===== config.mk =====
export PLATFORM = sky130hd
export DESIGN_NAME = rf_write_sequencer
export DESIGN_NICKNAME = d
export VERILOG_FILES = /design/src/rtl/rf_write_sequencer.sv
export SDC_FILE = /design/constraint.sdc
export NUM_CORES = 1
export LEC_CHECK = 0
export CAP_MARGIN = 5
export CORE_MARGIN = 2
export CORE_UTILIZATION = 40
export DETAILED_ROUTE_END_ITERATION = 6
export GPL_ROUTABILITY_DRIVEN = 1
export GPL_TIMING_DRIVEN = 0
export HOLD_SLACK_MARGIN = 0.03
export PLACE_DENSITY = 0.8
export SLEW_MARGIN = 40
export SYNTH_ARGS = -nofsm -noshare
export SYNTH_HDL_FRONTEND = slang
export SYNTH_SLANG_ARGS = --single-unit

===== constraint.sdc =====
create_clock -name CLK -period 1.9 [get_ports CLK]
set_clock_uncertainty 0.15 [all_clocks]
set_input_delay 0.57 -clock CLK [delete_from_list [all_inputs] [get_ports CLK]]
set_output_delay 0.57 -clock CLK [all_outputs]
set_load 0.01 [all_outputs]

===== src/rtl/rf_write_sequencer.sv =====
// rtl/rf_write_sequencer.sv - round-robin two-port write sequencer driving register-file DIN and one-hot LOAD strobes
module rf_write_sequencer #(
  parameter int RF_DEPTH         = 256,
  parameter int LC_RF_DATA_WIDTH = 24,
  parameter int LC_RF_ADDR_WIDTH = 8
) (
  input  logic                        CLK,
  input  logic                        RESETn,
  input  logic                        REQ0,
  input  logic [LC_RF_ADDR_WIDTH-1:0] ADDR0,
  input  logic [LC_RF_DATA_WIDTH-1:0] DATA0,
  output logic                        ACK0,
  input  logic                        REQ1,
  input  logic [LC_RF_ADDR_WIDTH-1:0] ADDR1,
  input  logic [LC_RF_DATA_WIDTH-1:0] DATA1,
  output logic                        ACK1,
  output logic [LC_RF_DATA_WIDTH-1:0] DIN,
  output logic [RF_DEPTH-1:0]         LOAD,
  output logic                        BUSY,
  output logic                        ERR
);

  typedef enum logic [1:0] {IDLE, SETUP, STROBE, HOLD} state_t;

  localparam logic [RF_DEPTH-1:0] LOAD_ONE = RF_DEPTH'(1);

  state_t                      state_q, state_d;
  logic                        gnt_q, gnt_d;
  logic                        rr_q, rr_d;
  logic [LC_RF_ADDR_WIDTH-1:0] addr_q, addr_d;
  logic [LC_RF_DATA_WIDTH-1:0] data_q, data_d;
  logic [LC_RF_DATA_WIDTH-1:0] din_q, din_d;
  logic [RF_DEPTH-1:0]         load_q, load_d;
  logic                        ack0_q, ack0_d;
  logic                        ack1_q, ack1_d;
  logic                        err_q, err_d;
  logic                        busy_q, busy_d;
  logic                        req0_v, req1_v;
  logic                        addr_oor;

  assign addr_oor = (32'(addr_q) >= RF_DEPTH);

  // A port whose ACK is showing this cycle is still releasing REQ, so it is not re-granted yet.
  assign req0_v = REQ0 & ~ack0_q;
  assign req1_v = REQ1 & ~ack1_q;

  always_comb begin
    state_d = state_q;
    gnt_d   = gnt_q;
    rr_d    = rr_q;
    addr_d  = addr_q;
    data_d  = data_q;
    din_d   = din_q;
    load_d  = '0;
    ack0_d  = 1'b0;
    ack1_d  = 1'b0;
    err_d   = 1'b0;
    case (state_q)
      IDLE: begin
        if (req0_v || req1_v) begin
          gnt_d   = (req0_v && req1_v) ? rr_q : req1_v;
          rr_d    = ~gnt_d;
          addr_d  = gnt_d ? ADDR1 : ADDR0;
          data_d  = gnt_d ? DATA1 : DATA0;
          state_d = SETUP;
        end
      end
      SETUP: begin
        din_d   = data_q;
        state_d = STROBE;
      end
      STROBE: begin
        if (!addr_oor) begin
          load_d = LOAD_ONE << addr_q;
        end
        state_d = HOLD;
      end
      HOLD: begin
        ack0_d  = ~gnt_q;
        ack1_d  = gnt_q;
        err_d   = addr_oor;
        state_d = IDLE;
      end
      default: state_d = IDLE;
    endcase
    // Outputs lag the state by one edge, so BUSY also covers the ACK cycle.
    busy_d = (state_d != IDLE) || (state_q == HOLD);
  end

  always_ff @(posedge CLK or negedge RESETn) begin
    if (!RESETn) begin
      state_q <= IDLE;
      gnt_q   <= 1'b0;
      rr_q    <= 1'b0;
      addr_q  <= '0;
      data_q  <= '0;
      din_q   <= '0;
      load_q  <= '0;
      ack0_q  <= 1'b0;
      ack1_q  <= 1'b0;
      err_q   <= 1'b0;
      busy_q  <= 1'b0;
    end else begin
      state_q <= state_d;
      gnt_q   <= gnt_d;
      rr_q    <= rr_d;
      addr_q  <= addr_d;
      data_q  <= data_d;
      din_q   <= din_d;
      load_q  <= load_d;
      ack0_q  <= ack0_d;
      ack1_q  <= ack1_d;
      err_q   <= err_d;
      busy_q  <= busy_d;
    end
  end

  assign DIN  = din_q;
  assign LOAD = load_q;
  assign ACK0 = ack0_q;
  assign ACK1 = ack1_q;
  assign ERR  = err_q;
  assign BUSY = busy_q;

endmodule


[Yosys cells after proc, flatten, opt, wreduce, memory -nomap -nowiden]
Index checks and enable logic that the tools add are counted.
Operators by class
  multipliers: 0
  add/subtract/negate cells: 0
  multiplexer cells: 8
  div/mod/pow operators: 0
  order comparisons: 0
  eq/ne operators: 3
  bitwise logic cells: 6
  reduce and logical (&&, ||, !) cells: 6
  shift operators: 1
Operators by type and width (number)
  $mux W256: 1
  $shl A1 B8 Y256 const A: 1
  $mux W24: 1
  $mux W8: 1
  $pmux W2 S4: 1
  $eq A2 B2 Y1 const B: 2
  $not A1 Y1: 4
  $mux W1: 3
  $and A1 B1 Y1: 2
  $eq A2 B1 Y1 const B: 1
  $logic_not A2 Y1: 1
  $logic_or A1 B1 Y1: 2
  $mux W2: 1
  $reduce_and A2 Y1: 1
  $reduce_bool A2 Y1: 1
  $logic_and A1 B1 Y1: 1
Storage, ports and cells
  latch bits: 0
  bits in registers: 319
  memory bits (read-only): 0
  memories kept: 0
  RAM bits: 0
  bits of input ports: 68
  word-level logic and storage cells: 34

[Logic depth before layout (Yosys ltp)]
Gate-level depths: netlist (run 1).
  word-level depth: 7
  mapped depth: 7

[Least setup slack after synthesis (run 1)]
Ideal clock, no wire load.
  kind: input to register
  from: in REQ1
  to: reg addr_q[1]
  path slack: 256 ps
  data arrival time: 1368 ps
  cell stages on the path: 4
  required time: 1624 ps
  cells stage by stage: nor2b_2 -> o21ai_2 -> buf_6 -> a221o_1
Between the ends
  cells in the longest elaborated chain, start to end: 4
  elaborated cells on any way between the ends: 6
  classes of those cells: 2 x mux; 1 x bitwise; 3 x reduce/logical
RTL lines
  start, declared: line 13  | input logic REQ1,
  $and A1 B1 Y1 (*): line 45  | assign req1_v = REQ1 & ~ack1_q;
  $logic_and A1 B1 Y1: line 61  | gnt_d = (req0_v && req1_v) ? rr_q : req1_v;
  $mux W1: line 61
  $mux W8: line 63  | addr_d = gnt_d ? ADDR1 : ADDR0;
  end signal, assigned: line 107  | addr_q <= addr_d;
  end, declared: line 30  | logic [LC_RF_ADDR_WIDTH-1:0] addr_q, addr_d;
Mark *: on every way between the ends. The rest lies on a longest branch, timed or not.
A chain may end at the register's enable or synchronous reset.

[Worst setup path after layout (run 1)]
  from: reg load_q[35] (netlist: LOAD[35])
  to: out LOAD[35]
RTL lines
  start, declared: line 33  | logic [RF_DEPTH-1:0] load_q, load_d;
  start signal, assigned: line 110  | load_q <= load_d;
  end, declared: line 18  | output logic [RF_DEPTH-1:0] LOAD,
No word-level cell between the ends.

==> impl_metrics.json, run 1 <==
{
  "outcome": "finished, final reports clean",
  "cts_tree": "yes",
  "critPathBufInv": 1,
  "clk_latency_ns": 0.55,
  "slowest_stage": "dfrtp_1",
  "finalNonFillerCells": 1587,
  "hold_viol_final": 0,
  "critPathLaunchType": "flop",
  "synthCells": 828,
  "crit_path_end_kind": "primary output",
  "htree_num_levels": 1,
  "synth-edff-count": 0,
  "relSlewSlack": 0.5885,
  "yosys_register_bits": 319,
  "synth_top_flop_cell": "dfrtp_1",
  "yosys_warnings": 0,
  "synth.avg_cell_area_um2": 12.78,
  "drv_slew": 0,
  "grt.overflow.total": 0,
  "maxCapViolations": 0,
  "die_w_um": 166.6,
  "synthAdderAreaFrac": 0.004731,
  "setup_viol": 0,
  "ant_nets": 0,
  "via_per_inst": 4.844,
  "period_share": 0.9804,
  "drc": 0,
  "place_hpwl_um": 22090,
  "nets": 1301,
  "p_leak_uw": 0.007472,
  "post-synth-top-area-fraction": 0.7546,
  "first_global_vias": 8152,
  "synth_commonest_cells": "dfrtp_1, nor2_1, nand2_1",
  "worstPathCellList": "clkdlybuf4s15_1",
  "min_path_type": "reg2reg",
  "p_per_area_mw_per_mm2": 1254,
  "grt_use_total": 0.2218,
  "via_count": 7688,
  "rsz0062_at_grt": "true",
  "drive_gt1_frac": 0.3163,
  "diodes": 0,
  "antenna_found_initial": 0,
  "routabilityCongestion": 0.8071,
  "core_area_mm2": 0.02598,
  "dieArea_mm2": 0.02776,
  "routed_wl_um": 30930,
  "cp_top_family": "flip-flops",
  "synth_top_family_by_area": "simple AND/OR/NAND/NOR gates",
  "worst_slew_pin_slew_ns": 0.6160,
  "wire_per_inst_um": 19.49,
  "crit_arrival_ns": 1.14,
  "synth_area_mm2": 0.01058,
  "cts_root_buf": "clkbuf_16",
  "reg2regPathDepth": 5,
  "crit_required_ns": 1.18,
  "syn_nets": 900,
  "yosysSeqAreaShare": 0.7546,
  "fp-row-count": 59,
  "fmax_mhz": 536.8,
  "synth.lib_cells_used.distinct": 31,
  "drt_iter0_markers": 467,
  "critical_path_depth": 1,
  "critPathMaxFanout": 1,
  "grt_max_degree": 80,
  "synthMuxAreaShare": 0.02649,
  "first_pass_iters": 4,
  "max_stage_delay_ns": 0.37,
  "dp.cells": 1517,
  "clkTransAtPathRegs_ns": 0.07,
  "synth_area_leader_cell": "dfrtp_1",
  "synth_xor_area_frac": 0,
  "clk_path_buf_depth": 3,
  "num-fill-cells": 2153,
  "ios": 352,
  "yosys.area_share.simple": 0.1552,
  "cts_made_buffers": 31,
  "synth.most_common_cell": "dfrtp_1",
  "worstHoldPathCells": 1,
  "crit_type": "reg2out",
  "synthTopCellsByArea": "dfrtp_1, nor2_1, a221o_1",
  "max-vdd-ir-drop_v": 0.0007730,
  "layout-area-overhead-vs-synth_pct": 41.19,
  "initial_core_util": 0.4071,
  "die_y_um": 166.6,
  "io_buffers": 350,
  "power_uw": 18740,
  "async_flop_share": 1.000,
  "synth_compound_area_frac": 0.03347,
  "final.min_clock_period_ns": 1.863,
  "grt_first_pass_wirelength_um": 48120,
  "cts.sinks": 319,
  "setup_tns_ns": 0
}
worst paths after layout:
check,from,end,slack [ns]
setup / recovery,LOAD[35]$_DFF_PN0_,LOAD[35],0.04
hold / removal,gnt_q$_DFFE_PN0P_,ACK0$_DFF_PN0_,0.30
setup reg to reg,ACK1$_DFF_PN0_,addr_q[2]$_DFFE_PN0P_,0.06
hold reg to reg,gnt_q$_DFFE_PN0P_,ACK0$_DFF_PN0_,0.30
max in group asynchronous,RESETn,LOAD[108]$_DFF_PN0_,0.19
min in group asynchronous,RESETn,LOAD[112]$_DFF_PN0_,0.45
metrics by stage:
step / hold slack [ns] / instance area [um^2] / util / worst slack [ns]
after floorplan: 0.1244 / 10580 / - / 0.2562
after global placement: 0.2886 / 14500 / 0.5581 / -12.73
after detailed placement: 0.2988 / 14620 / 0.5625 / -0.4344
after CTS: 0.3010 / 15610 / 0.6008 / -0.01122
after global routing: 0.3263 / 14940 / 0.5748 / -0.03744
final: 0.3009 / 14940 / 0.5748 / 0.03721
flip-flops by register name (all words and copies together), names as in the netlist:
register / cells
rr_q: 1
data_q: 24
addr_q: 8
BUSY: 1
LOAD: 256
DIN: 24
ACK0: 1
ACK1: 1
state_q: 2
gnt_q: 1
cell usage in the layout, fill, tap and decap left out, types with 2 or more instances in the layout:
| master | n |
|---|---|
| dfrtp_1 | 317 |
| buf_2 | 140 |
| ha_1 | 4 |
| nor2b_2 | 4 |
| bufinv_16 | 3 |
| dfrtp_2 | 2 |
| clkinv_2 | 7 |
| clkdlybuf4s15_2 | 12 |
| nand2_1 | 53 |
| nor3_1 | 32 |
| nor2b_1 | 5 |
| nor3b_4 | 2 |
| buf_6 | 8 |
| and3b_1 | 2 |
| clkbuf_4 | 4 |
| buf_4 | 18 |
| mux2_2 | 24 |
| nand3_1 | 5 |
| nand3_2 | 8 |
| clkbuf_1 | 4 |
| clkdlybuf4s50_1 | 66 |
| buf_16 | 4 |
| and2b_1 | 3 |
| clkbuf_2 | 95 |
| a221o_1 | 32 |
| inv_1 | 2 |
| nand3_4 | 2 |
| nor2_1 | 261 |
| clkbuf_8 | 9 |
| clkbuf_16 | 32 |
| clkdlybuf4s15_1 | 60 |
| nand2_2 | 14 |
repair_timing:
| action | CTS | global route |
|---|---|---|
| resized for setup | 763 | 190 |
| hold endpoints to repair | 39 | 0 |
| gates cloned | 0 | 1 |
| hold buffers | 2 | 0 |
| endpoints found under the setup margin | 401 | 450 |
| setup buffers | 4 | 8 |
| pin swaps | 0 | 3 |
power by group:
part           total [uW]  switching, uW  internal (uW)  leakage [uW]
logic                4530           2690           1830       0.00259
clock network        6240           2510           3740      0.000526
registers            7970            473           7490       0.00436
total               18700           5680          13100       0.00747
area by class of cell:
type                    instances  area [um^2]  area share
plain buffers                  42        285.3     0.01910
clock buffers                  44        914.6     0.06123
clock inverters                12        141.4    0.009466
inverters                       2        7.507   0.0005026
multi-input cells             464         2461      0.1648
flip-flops and latches        319         7985      0.5346
well taps                     335        419.2     0.02806
repair buffers                369         2723      0.1823
layer usage:
layer / track usage / share of wire / vias up
met4: 0.07084 / 0.029 / 0
met2: 0.3818 / 0.50 / 356
met3: 0.05775 / 0.081 / 60
met1: 0.2751 / 0.39 / 3792
li1: - / - / 3480
met5: 0 / 0 / -
kinds of logic (layout without fill, tap and decap cells):
kind of cell               Yosys count  after routing
AOI/OAI and AO/OA                   36             36
adders and majority gates            4              4
buffers and inverters               45            469
DFF                                319            319
muxes                               25             25
other                                1              1
and+or+nand+nor                    398            398
No activity file was read; power rests on OpenSTA's default activity.
==> inputs of run 2 (changes only) <==
--- a/config.mk
+++ b/config.mk
@@ -10,10 +10,9 @@
 export CORE_UTILIZATION = 40
 export DETAILED_ROUTE_END_ITERATION = 6
 export GPL_ROUTABILITY_DRIVEN = 1
-export GPL_TIMING_DRIVEN = 0
 export HOLD_SLACK_MARGIN = 0.03
 export PLACE_DENSITY = 0.8
-export SLEW_MARGIN = 40
+export SLEW_MARGIN = 20
 export SYNTH_ARGS = -nofsm -noshare
 export SYNTH_HDL_FRONTEND = slang
 export SYNTH_SLANG_ARGS = --single-unit
==> impl_metrics.json, run 2 (synthesis results as in run 1) <==
{
  "first_pass_iters": 6,
  "cp_top_family": "flip-flops",
  "drt_iter0_markers": 573,
  "crit_arrival_ns": 1.16,
  "max_stage_delay_ns": 0.38,
  "first_global_vias": 8002,
  "fp-row-count": 59,
  "critPathMaxFanout": 1,
  "dieArea_mm2": 0.02776,
  "p_switching_uw": 5519,
  "diodes": 0,
  "num-fill-cells": 2080,
  "grt.overflow.total": 0,
  "routabilityCongestion": 0.8562,
  "largest_reg_flops": 256,
  "grt_use_total": 0.2203,
  "fmax_mhz": 533.1,
  "critPathBufInv": 1,
  "cts_made_buffers": 29,
  "nets": 1291,
  "slowest_stage": "dfrtp_1",
  "ios": 352,
  "drive_gt1_frac": 0.2611,
  "power_switching_share": 0.3037,
  "holdWs_ns": 0.3149,
  "routed_wl_um": 31010,
  "wire_per_inst_um": 19.68,
  "worstPathCellList": "clkdlybuf4s15_2",
  "die_y_um": 166.6,
  "antenna_found_initial": 0,
  "setup_viol": 0,
  "core_area_mm2": 0.02598,
  "cts.sinks": 319,
  "io_buffers": 350,
  "ant_nets": 0,
  "htree_num_levels": 1,
  "via_per_inst": 4.928,
  "via_count": 7766,
  "drv_slew": 0,
  "place_hpwl_um": 21710,
  "clkTransAtPathRegs_ns": 0.07,
  "relSlewSlack": 0.6208,
  "clkPwrFrac": 0.319,
  "grt_first_pass_wirelength_um": 47360,
  "die_w_um": 166.6,
  "hold_viol_final": 0,
  "p_per_area_mw_per_mm2": 1207,
  "clk_path_buf_depth": 3,
  "cts_tree": "yes",
  "seq_power_share": 0.445,
  "worst_slew_pin_slew_ns": 0.5687,
  "postLayoutCoreUtil": 0.5794,
  "clk_latency_ns": 0.55,
  "critPathLaunchType": "flop",
  "final_common_cell": "dfrtp_1",
  "drc": 0,
  "crit_required_ns": 1.18,
  "cts_root_buf": "clkbuf_16",
  "max-vdd-ir-drop_v": 0.0008869,
  "period_share": 0.9873,
  "multiInputGateArea_mm2": 0.002380,
  "p_leak_uw": 0.007332,
  "grt_max_degree": 74,
  "crit_type": "reg2out",
  "crit_path_end_kind": "primary output",
  "seqCellArea_mm2": 0.007984,
  "final.min_clock_period_ns": 1.876,
  "p_comb_frac": 0.236,
  "min_path_type": "reg2reg",
  "final_cell_mix": "dfrtp_1, nor2_1, clkdlybuf4s15_1",
  "layout-area-overhead-vs-synth_pct": 42.33,
  "outcome": "finished, final reports clean",
  "maxCapViolations": 0,
  "initial_core_util": 0.4071,
  "rsz0062_at_grt": "true",
  "internal-power_uw": 12660
}
[run 2: final timing paths]
path,depth (start not counted),endpoint,start,slack [ns]
worst max-delay path,1,LOAD[120],LOAD[120]$_DFF_PN0_,0.02
worst min-delay path,1,ACK0$_DFF_PN0_,gnt_q$_DFFE_PN0P_,0.31
worst max register to register,6,LOAD[66]$_DFF_PN0_,state_q[0]$_DFF_PN0_,0.11
worst min register to register,1,ACK0$_DFF_PN0_,gnt_q$_DFFE_PN0P_,0.31
max in group asynchronous,3,LOAD[100]$_DFF_PN0_,RESETn,0.63
min in group asynchronous,2,LOAD[127]$_DFF_PN0_,RESETn,0.34
[run 2: power groups by stage]
stage               Clock, uW  Sequential, uW  Combinational [uW]
detailed placement          0            8190                4530
global route             6170            8190                4680
CTS                      5890            8090                4330
global placement            0            8190                4410
finish                   5790            8090                4290
floorplan                   0            8090                2420
[run 2: what timing repair did]
action                                 4_1_cts  5_1_grt
buffers inserted                             1        1
hold buffers                                 1        0
gates resized for setup                    678      139
setup endpoints to repair                  283      207
endpoints found under the hold margin       20        0
[run 2: through the flow]
step | instances | cell area, um^2 | setup WS [ns] | TNS, ns | total power [uW]
5_1_grt | 1576 | 15060 | -0.02714 | -0.1228 | 19050
4_1_cts | 1575 | 15670 | 0.00001321 | 0 | 18310
3_3_place_gp | 1520 | 14760 | -0.2628 | -8.964 | 12600
3_5_place_dp | 1520 | 14760 | -0.3404 | -11.28 | 12710
6_report | 1576 | 15060 | 0.02406 | 0 | 18180
2_1_floorplan | 828 | 10580 | 0.2562 | 0 | 10510
[run 2: layout make-up]
class,instances,share of cell area
inverters,2,0.0004986
clock inverters,12,0.008060
repair buffers,403,0.2201
well taps,335,0.02784
clock buffers,41,0.05518
flip-flops and latches,319,0.5302
multi-input cells,464,0.1581
[run 2: routing by layer]
layer	up-vias	part of all wire	GRT usage	wire length (um)
li1	3456	-	-	-
met1	3880	0.41	0.2864	12720
met2	364	0.48	0.3656	14950
met3	66	0.075	0.05252	2327
met4	0	0.033	0.07609	1017
met5	-	0	0	0
==> inputs of run 3 (changes only) <==
--- a/config.mk
+++ b/config.mk
@@ -6,10 +6,12 @@
 export NUM_CORES = 1
 export LEC_CHECK = 0
 export CAP_MARGIN = 5
+export CORE_ASPECT_RATIO = 0.5
 export CORE_MARGIN = 2
 export CORE_UTILIZATION = 40
 export DETAILED_ROUTE_END_ITERATION = 6
 export GPL_ROUTABILITY_DRIVEN = 1
+export GPL_TIMING_DRIVEN = 1
 export HOLD_SLACK_MARGIN = 0.03
 export PLACE_DENSITY = 0.8
 export SLEW_MARGIN = 20
==> impl_metrics.json, run 3 (synthesis results as in run 1) <==
{
  "place_ws_ns": -0.3123,
  "grt_use_total": 0.2380,
  "wire_per_inst_um": 20.64,
  "holdWs_ns": 0.3462,
  "first_pass_iters": 7,
  "crit_path_end_kind": "primary output",
  "worstPathCellList": "clkdlybuf4s15_1",
  "critPathBufInv": 1,
  "routed_wl_um": 32860,
  "cp_top_family": "flip-flops",
  "worstHoldPathCells": 1,
  "reg2regPathDepth": 5,
  "layout-area-overhead-vs-synth_pct": 40.06,
  "fp-row-count": 42,
  "outcome": "finished, final reports clean",
  "hold_viol_final": 0,
  "p_per_area_mw_per_mm2": 1200,
  "rsz0062_at_grt": "true",
  "cts_tree": "yes",
  "clk_path_buf_depth": 3,
  "critPathLaunchType": "flop",
  "setup_viol": 0,
  "min_from": "gnt_q$_DFFE_PN0P_",
  "multiInputGateArea_mm2": 0.002379,
  "relSlewSlack": 0.6425,
  "fin_ws_ns": 0.01764,
  "period_share": 0.9907,
  "max-vdd-ir-drop_v": 0.0006102,
  "drive_gt1_frac": 0.3008,
  "rr_endpoint": "LOAD[115]$_DFF_PN0_",
  "core_area_mm2": 0.02622,
  "cts.sinks": 319,
  "maxCapViolations": 0,
  "place_hpwl_um": 23080,
  "critPathMaxFanout": 1,
  "via_per_inst": 4.984,
  "final.min_clock_period_ns": 1.882,
  "first_global_vias": 8342,
  "diodes": 0,
  "crit_arrival_ns": 1.16,
  "nets": 1294,
  "via_count": 7934,
  "crit_type": "reg2out",
  "final_common_cell": "dfrtp_1",
  "grt_max_degree": 61,
  "routabilityCongestion": 0.8649,
  "grt.overflow.total": 0,
  "htree_num_levels": 1,
  "p_leak_uw": 0.007348,
  "cts_root_buf": "clkbuf_16",
  "worst_slew_pin_slew_ns": 0.5362,
  "initial_core_util": 0.4034,
  "ios": 352,
  "grt_first_pass_wirelength_um": 49730,
  "slowest_stage": "dfrtp_1",
  "drt_iter0_markers": 676,
  "drv_slew": 0,
  "die_w_um": 234.0,
  "io_buffers": 350,
  "r2r_slack_ns": 0.09,
  "ant_nets": 0,
  "seqCellArea_mm2": 0.007983,
  "num-fill-cells": 2141,
  "cts_made_buffers": 27,
  "dieArea_mm2": 0.02784,
  "crit_required_ns": 1.18,
  "antenna_found_initial": 0,
  "clk_latency_ns": 0.55,
  "final_cell_mix": "dfrtp_1, nor2_1, buf_2",
  "clkTransAtPathRegs_ns": 0.07,
  "max_stage_delay_ns": 0.37,
  "postLayoutCoreUtil": 0.5650,
  "die_y_um": 119.0,
  "min_path_type": "reg2reg",
  "drc": 0,
  "worstHoldEndpoint": "ACK0$_DFF_PN0_",
  "largest_reg_flops": 256,
  "fmax_mhz": 531.2,
  "rr_startpoint": "state_q[0]$_DFF_PN0_"
}
run 3: repair_timing:
item / 4_1_cts / 5_1_grt
buffers inserted: 3 / 1
setup endpoints to repair: 370 / 242
hold buffers: 1 / 0
resized for setup: 744 / 169
endpoints found under the hold margin: 40 / 0
run 3: cell type report:
class	instances	share of cell area
Tap cell	352	0.02972
Multi-Input combinational cell	464	0.1605
Clock buffer	41	0.05388
Inverter	2	0.0005067
Clock inverter	6	0.002702
Timing Repair Buffer	408	0.2139
Sequential cell	319	0.5388
run 3: stage by stage:
stage	instances	area (um^2)	power, uW	setup TNS [ns]
after floorplan	828	10580	10510	0
after global placement	1540	14850	12490	-9.271
after detailed placement	1540	14850	12670	-11.07
after CTS	1591	15630	17820	0
after global routing	1592	14820	18570	-0.3645
final	1592	14820	17780	0
run 3: report_power, final:
| part | internal [uW] | switching (uW) | total (uW) |
|---|---|---|---|
| combinational | 1850 | 2530 | 4380 |
| sequential | 7480 | 558 | 8040 |
| clock | 2890 | 2470 | 5360 |
run 3: how the worst max path moves through the flow:
stage / startpoint / cells past startpoint / end / slack, ns
after floorplan: REQ1 / 4 / addr_q[1]$_DFFE_PN0P_ / 0.26
after global placement: REQ0 / 5 / data_q[14]$_DFFE_PN0P_ / -0.28
after detailed placement: REQ1 / 5 / data_q[16]$_DFFE_PN0P_ / -0.31
after CTS: state_q[0]$_DFF_PN0_ / 6 / data_q[18]$_DFFE_PN0P_ / 0.00002
after global routing: state_q[0]$_DFF_PN0_ / 5 / LOAD[143]$_DFF_PN0_ / -0.03
final: LOAD[80]$_DFF_PN0_ / 1 / LOAD[80] / 0.02
run 3: per-layer routing:
layer	GRT usage	vias to the layer above	share of wire
li1	-	3462	-
met1	0.2899	4056	0.38
met2	0.4143	298	0.52
met3	0.03544	118	0.045
met4	0.1187	0	0.060
met5	0	-	0
